File: src/rtl/ysyx_icache_ifu_pkg.sv
// Shared types and helpers for the ysyx instruction fetch unit and its cache array.
// The cache itself is compiled in only when YSYX_ICACHE_EN is defined.
package ysyx_icache_ifu_pkg;

  localparam int unsigned IFU_STATE_W = 2;

  // Fetch FSM states
  typedef enum logic [IFU_STATE_W-1:0] {
    IFU_IDLE   = 2'd0,
    IFU_LOOKUP = 2'd1,
    IFU_REFILL = 2'd2,
    IFU_OUT    = 2'd3
  } ifu_state_e;

  // Index width for n entries, never narrower than one bit
  function automatic int unsigned field_w(input int unsigned n);
    return (n <= 1) ? 1 : $clog2(n);
  endfunction

endpackage

File: src/rtl/ysyx_icache_array.sv
// Direct-mapped instruction cache storage: data RAM, tag RAM and valid vector.
// Combinational read, one word written per cycle, separate line-validate and flush.
// Only instantiated when YSYX_ICACHE_EN is defined.
module ysyx_icache_array
  import ysyx_icache_ifu_pkg::*;
#(
  parameter int unsigned DATA_W     = 32,
  parameter int unsigned TAG_W      = 22,
  parameter int unsigned LINE_WORDS = 4,
  parameter int unsigned SET_NUM    = 16,
  localparam int unsigned OFF_IW    = field_w(LINE_WORDS),
  localparam int unsigned IDX_W     = field_w(SET_NUM)
) (
  input  logic              clk,
  input  logic              rst,
  input  logic              flush_i,
  input  logic [IDX_W-1:0]  rd_idx_i,
  input  logic [OFF_IW-1:0] rd_off_i,
  output logic [DATA_W-1:0] rd_word_c_o,
  output logic [TAG_W-1:0]  rd_tag_c_o,
  output logic              rd_valid_c_o,
  input  logic              wr_en_i,
  input  logic [IDX_W-1:0]  wr_idx_i,
  input  logic [OFF_IW-1:0] wr_off_i,
  input  logic [DATA_W-1:0] wr_data_i,
  input  logic              line_set_i,
  input  logic [TAG_W-1:0]  line_tag_i
);

  logic [DATA_W-1:0]  data_q [SET_NUM][LINE_WORDS];
  logic [TAG_W-1:0]   tag_q  [SET_NUM];
  logic [SET_NUM-1:0] valid_q;

  assign rd_word_c_o  = data_q[rd_idx_i][rd_off_i];
  assign rd_tag_c_o   = tag_q[rd_idx_i];
  assign rd_valid_c_o = valid_q[rd_idx_i];

  // Data and tag RAMs carry no reset; the valid vector guards them
  always_ff @(posedge clk) begin
    if (wr_en_i) data_q[wr_idx_i][wr_off_i] <= wr_data_i;
    if (line_set_i) tag_q[wr_idx_i] <= line_tag_i;
  end

  // Valid bits: reset and flush clear everything, flush wins over a validate
  always_ff @(posedge clk) begin
    if (!rst) begin
      valid_q <= '0;
    end else if (flush_i) begin
      valid_q <= '0;
    end else if (line_set_i) begin
      valid_q[wr_idx_i] <= 1'b1;
    end
  end

endmodule

File: src/rtl/ysyx_icache_ifu.sv
// Instruction fetch unit: accepts a PC, looks it up in a direct-mapped L1 I-cache,
// refills whole lines word by word from the bus on a miss, and hands the
// instruction to IDU. Define YSYX_ICACHE_EN to build the cache; without it every
// fetch is a single uncached bus read and flush_i is ignored.
module ysyx_icache_ifu
  import ysyx_icache_ifu_pkg::*;
#(
  parameter int unsigned      ADDR_W     = 32,
  parameter int unsigned      DATA_W     = 32,
  parameter int unsigned      LINE_WORDS = 4,
  parameter int unsigned      SET_NUM    = 16,
  parameter logic [ADDR_W-1:0] RESET_PC  = ADDR_W'(32'h8000_0000)
) (
  input  logic              clk,
  input  logic              rst,
  input  logic              prev_valid,
  output logic              ready_o,
  input  logic [ADDR_W-1:0] pc,
  output logic              valid_o,
  input  logic              next_ready,
  output logic [DATA_W-1:0] inst_o,
  output logic [ADDR_W-1:0] pc_o,
  input  logic              flush_i,
  output logic [ADDR_W-1:0] ifu_araddr_o,
  output logic              ifu_arvalid_o,
  input  logic [DATA_W-1:0] ifu_rdata,
  input  logic              ifu_rvalid
);

  localparam int unsigned WORD_BYTES = DATA_W / 8;
  localparam logic [ADDR_W-1:0] WORD_MASK = ~ADDR_W'(WORD_BYTES - 1);

  ifu_state_e        state_q;
  logic [ADDR_W-1:0] req_pc_q;
  logic              ready_q;
  logic              valid_q;
  logic              arvalid_q;
  logic [ADDR_W-1:0] araddr_q;
  logic [DATA_W-1:0] inst_q;
  logic [ADDR_W-1:0] pc_q;

`ifdef YSYX_ICACHE_EN
  localparam int unsigned BYTE_OFF_W = $clog2(WORD_BYTES);
  localparam int unsigned OFF_W      = $clog2(LINE_WORDS);
  localparam int unsigned OFF_IW     = field_w(LINE_WORDS);
  localparam int unsigned IDX_W      = field_w(SET_NUM);
  localparam int unsigned TAG_W      = ADDR_W - BYTE_OFF_W - OFF_W - IDX_W;
  localparam logic [ADDR_W-1:0] LINE_MASK = ~ADDR_W'(LINE_WORDS * WORD_BYTES - 1);
  localparam logic [OFF_IW-1:0] LAST_WORD = OFF_IW'(LINE_WORDS - 1);

  logic [OFF_IW-1:0] k_q;
  logic              gap_q;
  logic              flush_pend_q;

  logic [OFF_IW-1:0] req_off_c;
  logic [IDX_W-1:0]  req_idx_c;
  logic [TAG_W-1:0]  req_tag_c;
  logic [ADDR_W-1:0] line_base_c;
  logic [DATA_W-1:0] rd_word_c;
  logic [TAG_W-1:0]  rd_tag_c;
  logic              rd_valid_c;
  logic              hit_c;
  logic              wr_en_c;
  logic              line_set_c;

  // Address split of the latched request
  assign req_off_c   = OFF_IW'((req_pc_q >> BYTE_OFF_W) & ADDR_W'(LINE_WORDS - 1));
  assign req_idx_c   = IDX_W'(req_pc_q >> (BYTE_OFF_W + OFF_W));
  assign req_tag_c   = TAG_W'(req_pc_q >> (BYTE_OFF_W + OFF_W + IDX_W));
  assign line_base_c = req_pc_q & LINE_MASK;

  assign hit_c      = rd_valid_c && (rd_tag_c == req_tag_c);
  assign wr_en_c    = (state_q == IFU_REFILL) && !gap_q && arvalid_q && ifu_rvalid;
  // A flush seen anywhere during the refill leaves the new line invalid
  assign line_set_c = (state_q == IFU_REFILL) && gap_q && (k_q == LAST_WORD) &&
                      !flush_pend_q && !flush_i;

  ysyx_icache_array #(
    .DATA_W    (DATA_W),
    .TAG_W     (TAG_W),
    .LINE_WORDS(LINE_WORDS),
    .SET_NUM   (SET_NUM)
  ) u_array (
    .clk         (clk),
    .rst         (rst),
    .flush_i     (flush_i),
    .rd_idx_i    (req_idx_c),
    .rd_off_i    (req_off_c),
    .rd_word_c_o (rd_word_c),
    .rd_tag_c_o  (rd_tag_c),
    .rd_valid_c_o(rd_valid_c),
    .wr_en_i     (wr_en_c),
    .wr_idx_i    (req_idx_c),
    .wr_off_i    (k_q),
    .wr_data_i   (ifu_rdata),
    .line_set_i  (line_set_c),
    .line_tag_i  (req_tag_c)
  );

  // Remember a flush that arrives while a refill is in flight
  always_ff @(posedge clk) begin
    if (!rst) begin
      flush_pend_q <= 1'b0;
    end else if (state_q != IFU_REFILL) begin
      flush_pend_q <= 1'b0;
    end else if (flush_i) begin
      flush_pend_q <= 1'b1;
    end
  end
`else
  logic unused_c;
  assign unused_c = ^{flush_i, 32'(SET_NUM * LINE_WORDS)};
`endif

  // Fetch FSM with registered handshake and bus outputs
  always_ff @(posedge clk) begin
    if (!rst) begin
      state_q   <= IFU_IDLE;
      req_pc_q  <= '0;
      ready_q   <= 1'b1;
      valid_q   <= 1'b0;
      arvalid_q <= 1'b0;
      araddr_q  <= '0;
      inst_q    <= '0;
      pc_q      <= RESET_PC;
`ifdef YSYX_ICACHE_EN
      k_q       <= '0;
      gap_q     <= 1'b0;
`endif
    end else begin
      case (state_q)
        IFU_IDLE: begin
          if (prev_valid) begin
            req_pc_q <= pc;
            ready_q  <= 1'b0;
            state_q  <= IFU_LOOKUP;
          end
        end
        IFU_LOOKUP: begin
`ifdef YSYX_ICACHE_EN
          if (hit_c) begin
            inst_q  <= rd_word_c;
            pc_q    <= req_pc_q;
            valid_q <= 1'b1;
            state_q <= IFU_OUT;
          end else begin
            k_q       <= '0;
            gap_q     <= 1'b0;
            arvalid_q <= 1'b1;
            araddr_q  <= line_base_c;
            state_q   <= IFU_REFILL;
          end
`else
          arvalid_q <= 1'b1;
          araddr_q  <= req_pc_q & WORD_MASK;
          state_q   <= IFU_REFILL;
`endif
        end
        IFU_REFILL: begin
`ifdef YSYX_ICACHE_EN
          // Each word: request until data, then one idle cycle before the next
          if (gap_q) begin
            gap_q <= 1'b0;
            if (k_q == LAST_WORD) begin
              pc_q    <= req_pc_q;
              valid_q <= 1'b1;
              state_q <= IFU_OUT;
            end else begin
              k_q       <= k_q + 1'b1;
              arvalid_q <= 1'b1;
              araddr_q  <= line_base_c + (ADDR_W'(k_q + 1'b1) << BYTE_OFF_W);
            end
          end else if (arvalid_q && ifu_rvalid) begin
            if (k_q == req_off_c) inst_q <= ifu_rdata;
            arvalid_q <= 1'b0;
            gap_q     <= 1'b1;
          end
`else
          if (arvalid_q && ifu_rvalid) begin
            inst_q    <= ifu_rdata;
            pc_q      <= req_pc_q;
            arvalid_q <= 1'b0;
            valid_q   <= 1'b1;
            state_q   <= IFU_OUT;
          end
`endif
        end
        IFU_OUT: begin
          if (next_ready) begin
            valid_q <= 1'b0;
            ready_q <= 1'b1;
            state_q <= IFU_IDLE;
          end
        end
        default: state_q <= IFU_IDLE;
      endcase
    end
  end

  assign ready_o       = ready_q;
  assign valid_o       = valid_q;
  assign inst_o        = inst_q;
  assign pc_o          = pc_q;
  assign ifu_arvalid_o = arvalid_q;
  assign ifu_araddr_o  = araddr_q;

endmodule

File: config.mk
export PLATFORM = sky130hd
export DESIGN_NAME = ysyx_icache_ifu
export DESIGN_NICKNAME = d
export VERILOG_FILES = /design/src/rtl/ysyx_icache_ifu_pkg.sv /design/src/rtl/ysyx_icache_array.sv /design/src/rtl/ysyx_icache_ifu.sv
export SDC_FILE = /design/constraint.sdc
export NUM_CORES = 1
export LEC_CHECK = 0
export ABC_AREA = 1
export BUFFER_PORTS_ARGS = -buffer_cell sky130_fd_sc_hd__buf_2
export CORE_ASPECT_RATIO = 0.8
export CORE_MARGIN = 4
export CORE_UTILIZATION = 45
export CTS_CLUSTER_SIZE = 28
export DETAILED_ROUTE_END_ITERATION = 16
export PLACE_DENSITY_LB_ADDON = 0.08
export SYNTH_ARGS = -nofsm -noshare
export SYNTH_HDL_FRONTEND = slang
export SYNTH_SLANG_ARGS = --single-unit
File: constraint.sdc
create_clock -name clk -period 2.7 [get_ports clk]
set_clock_uncertainty 0.1 [all_clocks]
set_input_delay 0.54 -clock clk [delete_from_list [all_inputs] [get_ports clk]]
set_output_delay 0.54 -clock clk [all_outputs]
set_load 0.005 [all_outputs]
# == Word level (Yosys, flattened, before mapping) ==
# Index checks and enable logic that the tools add are counted.
# op_classes
add_sub_neg,0
n_mul,0
div,0
order_cmp,0
eq_ne,6
n_shift,0
n_mux,12
n_bitwise,0
n_reduce_logical,11
# op_table
op,n
$reduce_and A3 Y1,3
$pmux W2 S4,1
$mux W2,3
$ne A2 B2 Y1 const B,3
$pmux W1 S2,3
$reduce_and A2 Y1,3
$reduce_bool A2 Y1,3
$mux W1,5
$eq A2 B2 Y1 const B,2
$eq A2 B1 Y1 const B,1
$logic_not A2 Y1,1
$logic_and A1 B1 Y1,1
# word_totals
reg_bits,131
latchBits,0
ram_bits,0
mem_bits_ro,0
inputBits,70
output_inout_bits,99
word_cells,37
mem_count,0

# == Depth between registers and ports, before layout ==
# logic_depth
ltp_word,3
mapped_depth,8
ltp_nobuf,7

# == Worst setup path before layout ==
# OpenSTA, ideal clock, no wires.
# synth_path
kind,reg2reg
startpoint,reg state_q[0]
endpoint,reg pc_q[15] (netlist: pc_o[15])
setup_ps,116
arrival_time_ps,1169
required_ps,2484
setup_slack_ps,1315
path_stages_with_launch,9
path_buffers,2
period_less_slack_ps,1385
cell_sequence,dfxtp_1 -> inv_1 -> ha_1 -> inv_2 -> nor2_4 -> buf_6 -> buf_6 -> o21ai_0 -> nor2_1
# synth_between
elab_chain_len,2
# synth_rtl
element,line,text
"start, declared",ysyx_icache_ifu.sv:33,ifu_state_e state_q;
"start signal, assigned",ysyx_icache_ifu.sv:118,state_q <= IFU_IDLE;
"start signal, assigned",ysyx_icache_ifu.sv:136,state_q <= IFU_LOOKUP;
"start signal, assigned",ysyx_icache_ifu.sv:156,state_q <= IFU_REFILL;
$eq A2 B2 Y1,ysyx_icache_ifu.sv:131,case (state_q)
$reduce_and A2 Y1 (no line),--,
"end signal, assigned",ysyx_icache_ifu.sv:181,pc_q <= req_pc_q;
"end, declared",ysyx_icache_ifu.sv:40,logic [ADDR_W-1:0] pc_q;
# Every way passes these cells.
# A chain may end at the register's enable or synchronous reset.

# == Final worst setup path ==
# layout_path
startpoint,reg state_q[0]
endpoint,reg pc_q[23] (netlist: pc_o[23])
# Same word-level chain as after synthesis.

==> flow_metrics.py <==
metrics = {
    "status": {
        "outcome": "complete, no violations",
    },
    "clocking": {
        "tritoncts_num_sinks": 131,
        "postCtsSetupRepairBufs": 0,
        "total_clock_buffers_created_by_cts": 17,
        "clk_pin_slew_worst_paths_ps": 60,
        "cts_max_level": 4,
        "cts_buffer_depth": 2,
        "cts_repair_resize_count": 0,
        "cts_hold_repair_buffers": 0,
        "cts.root.buffer_cell": "clkbuf_16",
        "cts_tree": "yes",
        "clock_latency_ps": 410,
    },
    "route": {
        "totalWireLength_um": 12320,
        "wire_per_inst_um": 13.84,
        "remaining_drc_errors": 0,
        "drt_iter0_drc": 339,
        "antenna_violating_nets_post_route": 0,
        "detail_route.vias_per_cell": 4.855,
        "num_vias": 4321,
        "detail_route.first_pass.iterations": 4,
    },
    "synthesis": {
        "synth_area_leaders": "dfxtp_1, nor2_1, o21ai_0, o21ai_1, buf_2",
        "synth-compound-area-share": 0.1380,
        "synth_simple_gate_area_frac": 0.2261,
        "flops_latches_synth": 131,
        "post_synth_mux_area_share": 0,
        "syn_avg_cell_area_um2": 7.857,
        "syn_inst": 591,
        "proportion_of_netlist_area_held_by_the_largest_area_contributor": 0.5648,
        "ys_seq_area_frac": 0.5648,
        "adder_cell_area_share_of_the_yosys_netlist": 0.01078,
        "synthDominantAreaCellType": "dfxtp_1",
        "synth_cell_type_count": 20,
        "synth-xor-area-share": 0,
        "syn_area_um2": 4643,
        "ys.warnings.count": 0,
        "synth_top_family_by_area": "simple AND/OR/NAND/NOR gates",
    },
    "sta": {
        "rsz_0062_raised_after_global_routing": "false",
        "timing_hold_violations_final": 0,
        "max_clock_freq_mhz": 477.4,
        "postLayoutSetupSlackWorst_ps": 605.4,
        "setup-violations-final": 0,
        "setup-tns-final_ps": 0,
        "max-slew-margin-rel": 0.2209,
        "max_slew.worst_pin.slew_ps": 1167,
        "final_max_slew_viol_count": 0,
        "final.min_clock_period_ps": 2095,
        "final.period_utilization": 0.7758,
    },
    "pwr": {
        "p_per_area_nw_per_um2": 1031,
        "power_leakage_nw": 3.181,
        "share_clk_of_total_power": 0.400,
        "ir_worst_vdd_uv": 538.5,
        "comb_power_share": 0.202,
        "power.switching_mw": 1.818,
        "p_int_mw": 4.509,
        "swShare": 0.2873,
        "sequential_power_share": 0.398,
    },
    "global_route": {
        "global_route_wire_length_before_repair_um": 19890,
        "first_global_vias": 4100,
        "global_route.usage.total": 0.2078,
        "global_route.overflow_total": 0,
        "number_of_antenna_violations_at_the_first_check_in_global_routing": 0,
        "grt_start_max_net_pins": 77,
    },
    "setup_path": {
        "worst_r2r_startpoint": "state_q[0]$_SDFFE_PN0P_",
        "worst-setup-path-type": "flip-flop to flip-flop",
        "cp-start-kind": "flip-flop",
        "worst_ep_required_time_ps": 2950,
        "critical_path_peak_fanout": 64,
        "endpoint_kind": "flip-flop",
        "critical_path_source": "state_q[0]$_SDFFE_PN0P_",
        "timing.critical_path.arrival_ps": 2340,
        "rr_worst_depth": 7,
    },
    "finish": {
        "n_antenna_cell": 0,
        "final_core_utilization": 0.6227,
        "fill_cells": 910,
        "nets": 815,
        "final_layout_size_suffix_gt1_frac": 0.2692,
        "syn2layout_area_growth_pct": 32.09,
    },
    "die": {
        "floorplan.die.height_um": 98.86,
        "placementRows": 32,
        "floorplan.io_pins": 169,
        "start_util": 0.4714,
        "floorplan.die.width_um": 121.6,
        "die_area_um2": 12020,
        "coreArea_um2": 9849,
    },
    "place": {
        "gpl.final_weighted_congestion": 0.7662,
        "detailed_place_hpwl_um": 7579,
        "pre_cts_ws_ps": 593.9,
        "port_buffers": 165,
    },
    "run": {
        "drv.max_cap_violation_count": 0,
    },
    "hold_path": {
        "whs_path_depth": 3,
        "min_path_type": "input port to flip-flop",
        "timing.hold.worst.start": "ifu_rdata[6]",
    },
}
[kinds of logic (layout without fill, tap and decap cells)]
family,Yosys count,in the layout
buffers and inverters,52,214
other,1,2
flip-flops,131,131
AND/OR/NAND/NOR,275,275
adder cells (fa/ha/maj),4,4
AO/OA/AOI/OAI,128,128
[metrics by stage]
stage | hold slack (ps) | cell area [µm²] | instances | total power [mW]
after floorplan | 351.1 | 4647 | 592 | 3.306
after global placement | 339.2 | 5480 | 858 | 3.795
after detailed placement | 343.3 | 5480 | 858 | 3.833
after CTS | 235.3 | 6133 | 890 | 6.382
after global routing | 247.6 | 6133 | 890 | 6.696
final | 249.2 | 6133 | 890 | 6.326
[final cells by class]
type                            count  area (µm²)  area share
Sequential cell                   131        2623      0.4276
Timing Repair Buffer              171       898.4      0.1465
Inverter                           11       41.29    0.006732
Clock buffer                       23       478.0     0.07793
Multi-Input combinational cell    409        1748      0.2850
Clock inverter                      9       175.2     0.02856
Tap cell                          136       170.2     0.02774
[state kept, by name, indices dropped and copies added (netlist names)]
register / flops
ifu_araddr_o: 30
ifu_arvalid_o: 1
inst_o: 32
pc_o: 32
ready_o: 1
req_pc_q: 32
state_q: 2
valid_o: 1
[worst paths after layout]
check / endpoint / slack (ps)
setup reg to reg: pc_o[23]$_SDFFE_PN0P_ / 610
setup / recovery: pc_o[23]$_SDFFE_PN0P_ / 610
hold / removal: inst_o[6]$_SDFFE_PN0P_ / 250
hold reg to reg: ready_o$_SDFFE_PN1P_ / 360
[placed cells by master (no fill, tap or decap), drive strengths merged]
cell and count:
ha 4, bufinv 5, dfxtp 131, conb 2, clkinvlp 2, inv 11
clkinv 2, nand4 1, clkbuf 23, nor2 254, a21oi 3, o21ai 125
buf 171, nor3 1, nand2 14, nand3 5
[cell usage after synthesis, drive strengths merged]
cell    count
a21oi       3
buf        28
clkbuf     13
conb        1
dfxtp     131
ha          4
inv        11
nand2      14
nand3       5
nand4       1
nor2      254
nor3        1
o21ai     125
[power groups by stage]
| stage | Combinational (mW) | Clock, mW | Sequential [mW] |
|---|---|---|---|
| after detailed placement | 1.28 | 0 | 2.55 |
| after global placement | 1.26 | 0 | 2.54 |
| after floorplan | 0.766 | 0 | 2.54 |
| final | 1.28 | 2.53 | 2.52 |
| after global routing | 1.47 | 2.66 | 2.57 |
| after CTS | 1.30 | 2.57 | 2.52 |
[critical path, cell delays in order (launching register included)]
cell and delay (ps):
dfxtp_1 370, inv_1 90, ha_1 250, inv_2 90, nor2_4 40, inv_2 830
nor2_1 100, nor2_1 150
[metal layers]
metal,vias to the layer above,global-route usage,part of all wire
met5,-,0,0
met4,0,0.08441,0.019
li1,2188,-,-
met2,138,0.3193,0.46
met3,20,0.06655,0.074
met1,1975,0.2711,0.45
No activity file was read; power rests on OpenSTA's default activity.
